`config.mk`:
```
export PLATFORM = sky130hd
export DESIGN_NAME = disparity_frame_sink
export DESIGN_NICKNAME = d
export VERILOG_FILES = /design/src/rtl/disp_pkg.sv /design/src/rtl/sync_word_fifo.sv /design/src/rtl/disparity_frame_sink.sv
export SDC_FILE = /design/constraint.sdc
export NUM_CORES = 1
export LEC_CHECK = 0
export BUFFER_PORTS_ARGS = -buffer_cell sky130_fd_sc_hd__buf_2
export CORE_MARGIN = 3
export CORE_UTILIZATION = 55
export DETAILED_ROUTE_END_ITERATION = 10
export GPL_ROUTABILITY_DRIVEN = 0
export MAX_ROUTING_LAYER = met4
export PLACE_DENSITY = 0.71
export SLEW_MARGIN = 20
export SYNTH_ARGS = -nofsm -noshare
export SYNTH_HDL_FRONTEND = slang
export SYNTH_SLANG_ARGS = --single-unit
```
`constraint.sdc`:
```
create_clock -name HCLK -period 8.1 [get_ports HCLK]
set_input_delay 2.025 -clock HCLK [delete_from_list [all_inputs] [get_ports HCLK]]
set_output_delay 2.025 -clock HCLK [all_outputs]
set_load 0.01 [all_outputs]
```
`src/rtl/disp_pkg.sv`:
```
// Shared types and constants for the disparity frame sink: FSM encoding,
// default frame geometry and the byte/half-word lane layout of a packed word.
package disp_pkg;

    typedef enum logic [1:0] {
        StIdle   = 2'd0,
        StActive = 2'd1,
        StDrain  = 2'd2,
        StDone   = 2'd3
    } state_e;

    localparam int unsigned DefWidth  = 320;
    localparam int unsigned DefHeight = 240;

    localparam int unsigned EvenByteLsb = 0;
    localparam int unsigned OddByteLsb  = 8;
    localparam int unsigned LoHalfLsb   = 0;
    localparam int unsigned HiHalfLsb   = 16;

    function automatic logic [15:0] pack_pair(logic [7:0] even, logic [7:0] odd);
        logic [15:0] p;
        p = '0;
        p[EvenByteLsb +: 8] = even;
        p[OddByteLsb +: 8]  = odd;
        return p;
    endfunction

endpackage

```
`src/rtl/sync_word_fifo.sv`:
```
// Single-clock word FIFO with synchronous flush; head is presented combinationally
// and forced to zero while empty.
module sync_word_fifo #(
    parameter int unsigned DW    = 32,
    parameter int unsigned DEPTH = 8
) (
    input  logic                     clk,
    input  logic                     rst_n,
    input  logic                     flush,
    input  logic                     push,
    input  logic [DW-1:0]            wdata,
    input  logic                     pop,
    output logic [DW-1:0]            rdata,
    output logic                     full,
    output logic                     empty,
    output logic [$clog2(DEPTH):0]   count
);

    localparam int unsigned AW = $clog2(DEPTH);

    logic [DW-1:0] mem_q [DEPTH];
    logic [AW-1:0] rd_q, wr_q;
    logic [AW:0]   cnt_q;
    logic          do_push, do_pop;

    assign full  = (cnt_q == (AW+1)'(DEPTH));
    assign empty = (cnt_q == '0);
    assign count = cnt_q;
    assign rdata = empty ? '0 : mem_q[rd_q];

    // A full FIFO may still accept a push when the head leaves in the same cycle.
    assign do_push = push && (!full || pop);
    assign do_pop  = pop && !empty;

    always_ff @(posedge clk or negedge rst_n) begin
        if (!rst_n) begin
            rd_q  <= '0;
            wr_q  <= '0;
            cnt_q <= '0;
        end else if (flush) begin
            rd_q  <= '0;
            wr_q  <= '0;
            cnt_q <= '0;
        end else begin
            if (do_push) wr_q <= wr_q + 1'b1;
            if (do_pop)  rd_q <= rd_q + 1'b1;
            cnt_q <= cnt_q + (AW+1)'(do_push) - (AW+1)'(do_pop);
        end
    end

    always_ff @(posedge clk) begin
        if (do_push && !flush) mem_q[wr_q] <= wdata;
    end

endmodule

```
`src/rtl/disparity_frame_sink.sv`:
```
// Packs incoming pixel pairs into 32-bit words, addresses them row by row
// (optionally bottom-up) and streams them to memory through a word FIFO.
module disparity_frame_sink
    import disp_pkg::*;
#(
    parameter int unsigned WIDTH      = DefWidth,
    parameter int unsigned HEIGHT     = DefHeight,
    parameter int unsigned ADDR_W     = 15,
    parameter int unsigned FIFO_DEPTH = 8,
    parameter int unsigned BMP_FLIP   = 1
) (
    input  logic              HCLK,
    input  logic              HRESETn,
    input  logic              VSYNC,
    input  logic              HSYNC,
    input  logic [7:0]        DATA_0,
    input  logic [7:0]        DATA_1,
    output logic              wr_valid,
    input  logic              wr_ready,
    output logic [ADDR_W-1:0] wr_addr,
    output logic [31:0]       wr_data,
    output logic              frame_done,
    output logic              err
);

    localparam int unsigned WordsPerRow = WIDTH / 4;
    localparam int unsigned ColW        = (WIDTH > 2) ? $clog2(WIDTH) : 1;
    localparam int unsigned RowW        = (HEIGHT > 1) ? $clog2(HEIGHT) : 1;
    localparam int unsigned CntW        = $clog2(FIFO_DEPTH) + 1;

    state_e            state_q;
    logic [ColW-1:0]   col_q;
    logic [RowW-1:0]   row_q;
    logic [15:0]       lo_half_q;
    logic              push_q;
    logic [31:0]       push_word_q;
    logic [ADDR_W-1:0] push_addr_q;

    logic [ADDR_W-1:0] row_a, addr_next;
    logic [31:0]       word_next;
    logic [31+ADDR_W:0] head;
    logic              fifo_full, fifo_empty, pop, overflow, col_last, row_last, last_pop;
    logic [CntW-1:0]   fifo_count;

    sync_word_fifo #(
        .DW    (32 + ADDR_W),
        .DEPTH (FIFO_DEPTH)
    ) u_fifo (
        .clk   (HCLK),
        .rst_n (HRESETn),
        .flush (VSYNC),
        .push  (push_q),
        .wdata ({push_addr_q, push_word_q}),
        .pop   (pop),
        .rdata (head),
        .full  (fifo_full),
        .empty (fifo_empty),
        .count (fifo_count)
    );

    assign wr_valid = !fifo_empty;
    assign wr_addr  = head[31+ADDR_W:32];
    assign wr_data  = head[31:0];
    assign pop      = wr_valid && wr_ready;
    assign overflow = push_q && fifo_full && !pop;
    assign col_last = (col_q == ColW'(WIDTH - 2));
    assign row_last = (row_q == RowW'(HEIGHT - 1));
    // Final acceptance: the only word left is leaving and nothing is about to enter.
    assign last_pop = pop && (fifo_count == CntW'(1)) && !push_q;

    always_comb begin
        row_a = (BMP_FLIP != 0) ? ADDR_W'(HEIGHT - 1) - ADDR_W'(row_q) : ADDR_W'(row_q);
        addr_next = row_a * ADDR_W'(WordsPerRow) + ADDR_W'(col_q >> 2);
        word_next = '0;
        word_next[LoHalfLsb +: 16] = lo_half_q;
        word_next[HiHalfLsb +: 16] = pack_pair(DATA_0, DATA_1);
    end

    // col_q[1] doubles as the pack phase: clear on the first beat of a word.
    always_ff @(posedge HCLK or negedge HRESETn) begin
        if (!HRESETn) begin
            state_q     <= StIdle;
            col_q       <= '0;
            row_q       <= '0;
            lo_half_q   <= '0;
            push_q      <= 1'b0;
            push_word_q <= '0;
            push_addr_q <= '0;
            frame_done  <= 1'b0;
            err         <= 1'b0;
        end else begin
            push_q     <= 1'b0;
            frame_done <= 1'b0;
            if (VSYNC) begin
                state_q <= StActive;
                row_q   <= '0;
                err     <= 1'b0;
                if (HSYNC) begin
                    col_q     <= ColW'(2);
                    lo_half_q <= pack_pair(DATA_0, DATA_1);
                end else begin
                    col_q <= '0;
                end
            end else begin
                if (overflow) err <= 1'b1;
                unique case (state_q)
                    StActive: begin
                        if (HSYNC) begin
                            if (col_q[1]) begin
                                push_q      <= 1'b1;
                                push_word_q <= word_next;
                                push_addr_q <= addr_next;
                            end else begin
                                lo_half_q <= pack_pair(DATA_0, DATA_1);
                            end
                            if (col_last) begin
                                col_q <= '0;
                                if (row_last) state_q <= StDrain;
                                else          row_q   <= row_q + 1'b1;
                            end else begin
                                col_q <= col_q + ColW'(2);
                            end
                        end
                    end
                    StDrain: begin
                        if (last_pop) begin
                            frame_done <= 1'b1;
                            state_q    <= StDone;
                        end
                    end
                    default: ;
                endcase
            end
        end
    end

endmodule
```
==> run_summary.xml <==
<?xml version="1.0" encoding="UTF-8"?>
<metrics>
  <group name="flow_run">
    <metric name="maxCapViolations" unit="">0</metric>
  </group>
  <group name="global_route">
    <metric name="groute.usage.overall" unit="%">20.9</metric>
    <metric name="grt_remaining_overflow" unit="">0</metric>
    <metric name="antenna_violations_before_repair" unit="">0</metric>
    <metric name="via_count_of_the_first_global_routing_pass" unit="">9691</metric>
    <metric name="global_route_wire_length_before_repair" unit="mm">56.3</metric>
    <metric name="pin_count_of_the_biggest_net_entering_global_routing" unit="">52</metric>
  </group>
  <group name="power">
    <metric name="max_rail_drop_vdd" unit="mV">0.298</metric>
    <metric name="leakage" unit="nW">7.58</metric>
    <metric name="power_per_cell_area" unit="nW/µm²">299</metric>
    <metric name="report.power.total" unit="mW">6.38</metric>
  </group>
  <group name="run_status">
    <metric name="status" unit="">finished, final reports clean</metric>
  </group>
  <group name="cells_and_area">
    <metric name="n_diodes" unit="">0</metric>
    <metric name="areaGrowthSynthToFinish" unit="%">12.3</metric>
    <metric name="design.final.nets" unit="">1227</metric>
    <metric name="final_layout_size_suffix_gt1_share" unit="%">23.3</metric>
    <metric name="post_layout_nonfiller_instances" unit="">1657</metric>
  </group>
  <group name="synthesis">
    <metric name="syn-num-nets" unit="">1145</metric>
    <metric name="synth.mux.area_fraction" unit="%">14.7</metric>
    <metric name="yosysUniqueCellTypes" unit="">57</metric>
    <metric name="synthXorXnorAreaFrac" unit="%">1.20</metric>
    <metric name="flops_latches_synth" unit="">470</metric>
    <metric name="netlist_area" unit="µm²">19000</metric>
    <metric name="synthesis.yosys.warnings" unit="">0</metric>
    <metric name="synth-edff-count" unit="">376</metric>
    <metric name="synth-simple-area-share" unit="%">6.37</metric>
    <metric name="synth_compound_area_share" unit="%">1.89</metric>
    <metric name="synth-seq-area-share" unit="%">72.0</metric>
    <metric name="synth-async-reset-ratio" unit="%">20.0</metric>
    <metric name="synth_area_per_cell" unit="µm²">17.4</metric>
    <metric name="dominant_combinational_cell_family_by_area_after_synthesis" unit="">multiplexers</metric>
    <metric name="synth-main-ff-cell" unit="">edfxtp_1</metric>
    <metric name="gate_count_post_synth" unit="">1091</metric>
    <metric name="synth_adder_area_share" unit="%">2.30</metric>
  </group>
  <group name="floorplan">
    <metric name="core.rowCount" unit="">67</metric>
    <metric name="fp.dieH" unit="µm">192</metric>
    <metric name="initial_utilization" unit="%">56.1</metric>
    <metric name="fp.dieArea" unit="µm²">36700</metric>
    <metric name="horizontal_die_dimension" unit="µm">192</metric>
    <metric name="floorplan.io_pins" unit="">71</metric>
    <metric name="core_region_area" unit="µm²">33800</metric>
  </group>
  <group name="clock_tree">
    <metric name="root_buffer" unit="">clkbuf_16</metric>
    <metric name="htreeDepth" unit="">2</metric>
    <metric name="cts-hold-fix-buffers" unit="">0</metric>
    <metric name="clock_sink_count" unit="">470</metric>
    <metric name="clock_tree_from_tritoncts" unit="">done</metric>
    <metric name="cts_bufs_inserted" unit="">45</metric>
    <metric name="worst_skew_pair.late_latency" unit="ps">540</metric>
    <metric name="post_cts.resized_instances" unit="">0</metric>
    <metric name="buffer_depth_of_the_longest_clock_path" unit="">3</metric>
    <metric name="postCtsSetupRepairBufs" unit="">0</metric>
    <metric name="clkSlewWorstSetupHoldPaths" unit="ps">60</metric>
  </group>
  <group name="routing">
    <metric name="number_of_violations_reported_at_the_end_of_detailed_routing_iteration_0" unit="">824</metric>
    <metric name="wire_per_inst" unit="µm">22.1</metric>
    <metric name="routed_via_density" unit="">5.77</metric>
    <metric name="finalWirelength" unit="mm">36.7</metric>
    <metric name="drt_pre_antenna_iters" unit="">5</metric>
    <metric name="route.antenna.remaining_nets" unit="">0</metric>
    <metric name="vias" unit="">9561</metric>
    <metric name="number_of_design_rule_violations_left_after_detail_routing" unit="">0</metric>
  </group>
  <group name="sta">
    <metric name="fin_setup_tns" unit="ps">0</metric>
    <metric name="fmax" unit="GHz">0.188</metric>
    <metric name="clock_skew" unit="ps">16.1</metric>
    <metric name="worst_slew_margin_rel" unit="%">26.4</metric>
    <metric name="worst_max_slew_pin_slew" unit="ps">1100</metric>
    <metric name="fin_hold_ws" unit="ps">464</metric>
    <metric name="timing.final.hold_violations" unit="">0</metric>
    <metric name="finalMaxSlewViolations" unit="">0</metric>
    <metric name="rsz0062_at_grt" unit="">false</metric>
    <metric name="period_needed" unit="ps">5310</metric>
    <metric name="finalCritPeriodShare" unit="%">65.5</metric>
    <metric name="final-setup-viol-count" unit="">0</metric>
  </group>
  <group name="place">
    <metric name="post-dp-hpwl" unit="mm">19.7</metric>
    <metric name="placed_cells" unit="">1574</metric>
    <metric name="buffer_ports.inserted" unit="">70</metric>
  </group>
  <group name="critical_path">
    <metric name="cp-start-kind" unit="">flip-flop</metric>
    <metric name="category_of_the_most_critical_setup_path" unit="">reg -&gt; out</metric>
    <metric name="critical_path_arrival" unit="ps">3280</metric>
    <metric name="cp_slowest_stage_delay" unit="ps">1080</metric>
    <metric name="critPathSlowestCell" unit="">dfrtp_4</metric>
    <metric name="critPathCaptureType" unit="">output port</metric>
    <metric name="critical_path_required" unit="ps">6080</metric>
    <metric name="crit_path_max_fanout" unit="">49</metric>
    <metric name="path_cells" unit="">buf_4 &gt; mux4_2 &gt; mux2i_1 &gt; nor2_1 &gt; buf_2</metric>
  </group>
  <group name="hold_path">
    <metric name="holdCritPathClass" unit="">reg -&gt; reg</metric>
  </group>
</metrics>
## through the flow
stage | utilization (%) | instance area [µm²] | setup slack, ps
after floorplan | - | 19000 | 1740
after global placement | 58.7 | 19800 | 3260
after detailed placement | 58.7 | 19800 | 3250
after CTS | 63.0 | 21300 | 2680
after global routing | 63.0 | 21300 | 2510
final | 63.0 | 21300 | 2790
## kinds of logic (layout without fill, tap and decap cells)
group / count (synthesis) / count (layout)
muxes: 158 / 158
buffers and inverters: 72 / 190
adders and majority gates: 33 / 33
and+or+nand+nor: 278 / 278
DFF: 470 / 470
xor gates and xnor gates: 26 / 26
AOI/OAI and AO/OA: 54 / 54
## per-layer routing
layer	routed length [µm]	vias to the layer above	GRT usage, %	share of wire [%]
li1	-	4311	-	-
met1	15200	4947	28.0	41
met2	18900	255	34.9	52
met3	1910	48	2.79	5.2
met4	612	0	4.74	1.7
met5	0	-	-	0
## cells in the final DEF (no fill, tap or decap), types with 2 or more instances in the layout
cell,n
nor2b_1,5
nand2b_1,4
nand4_1,5
inv_1,22
buf_4,16
mux4_2,94
nand2_1,138
xor2_1,11
nor2_4,6
nor3_2,2
clkinv_1,10
nand3b_1,4
nand3_1,7
dfrtp_1,91
o21ai_1,3
buf_2,69
clkinv_2,8
mux2i_1,48
nor2_1,81
nor3_1,3
xnor2_1,15
a21oi_1,11
dfrtp_4,3
fa_1,3
bufinv_16,4
clkinvlp_4,2
clkbuf_1,9
o21ai_0,20
edfxtp_1,376
ha_1,30
mux2_2,16
nor3b_1,5
a21o_1,3
clkbuf_16,47
o21a_1,2
and3_1,4
## layout make-up
type	instances	area, µm²
Clock buffer	57	1220
Tap cell	448	561
Clock inverter	26	238
Fill cell	2379	12500
Timing Repair Buffer	85	465
Inverter	22	82.6
Multi-Input combinational cell	549	5070
Sequential cell	470	13700
## synth_stat cells (7+ instances only)
cell type,n,area [µm²]
o21ai_0,20,100
nor2_1,87,327
dfrtp_1,94,2350
ha_1,30,375
inv_1,22,82.6
buf_2,18,90.1
mux2_2,16,180
mux4_2,94,2120
nand2_1,138,518
clkbuf_1,26,97.6
edfxtp_1,376,11300
a21oi_1,11,55.1
xor2_1,11,96.3
mux2i_1,48,480
nand3_1,7,35.0
xnor2_1,15,131
## report_power, final
| part | total [mW] | switching (mW) | internal, mW |
|---|---|---|---|
| Combinational | 1.19 | 0.602 | 0.588 |
| Sequential | 3.14 | 0.271 | 2.87 |
| Clock | 2.04 | 0.845 | 1.20 |
| Total | 6.38 | 1.72 | 4.66 |
## path summary, 6_finish.rpt
kind                       slack (ps)  cells after the start                    endpoint                       start
hold reg to reg                   460                      2  push_word_q[9]$_DFFE_PN0P_    lo_half_q[9]$_DFFE_PN0P_
min in group asynchronous        1510                      1   u_fifo.count[2]$_DFF_PN0_                     HRESETn
max in group asynchronous        5430                      2  u_fifo.rd_q[2]$_DFFE_PN0P_                     HRESETn
setup reg to reg                 5010                     12   u_fifo.count[2]$_DFF_PN0_   u_fifo.count[2]$_DFF_PN0_
setup / recovery                 2790                      5                 wr_data[23]  u_fifo.rd_q[0]$_DFFE_PN0P_
hold / removal                    460                      2  push_word_q[9]$_DFFE_PN0P_    lo_half_q[9]$_DFFE_PN0P_
## state kept, by name (all words and copies together), names as in the netlist
signal / flops
push_q: 1
push_addr_q: 15
lo_half_q: 16
u_fifo.count: 4
push_word_q: 32
frame_done: 1
u_fifo.mem_q: 376
col_q: 8
u_fifo.wr_q: 3
state_q: 2
row_q: 8
u_fifo.rd_q: 3
err: 1
## critical path: cells and delay by family, from the launching register on
family                 cells  cell delay (ps)
buffers and inverters      2              790
muxes                      2              770
and+or+nand+nor            1               60
DFF                        1             1080
(Power assumes the default switching activity.)
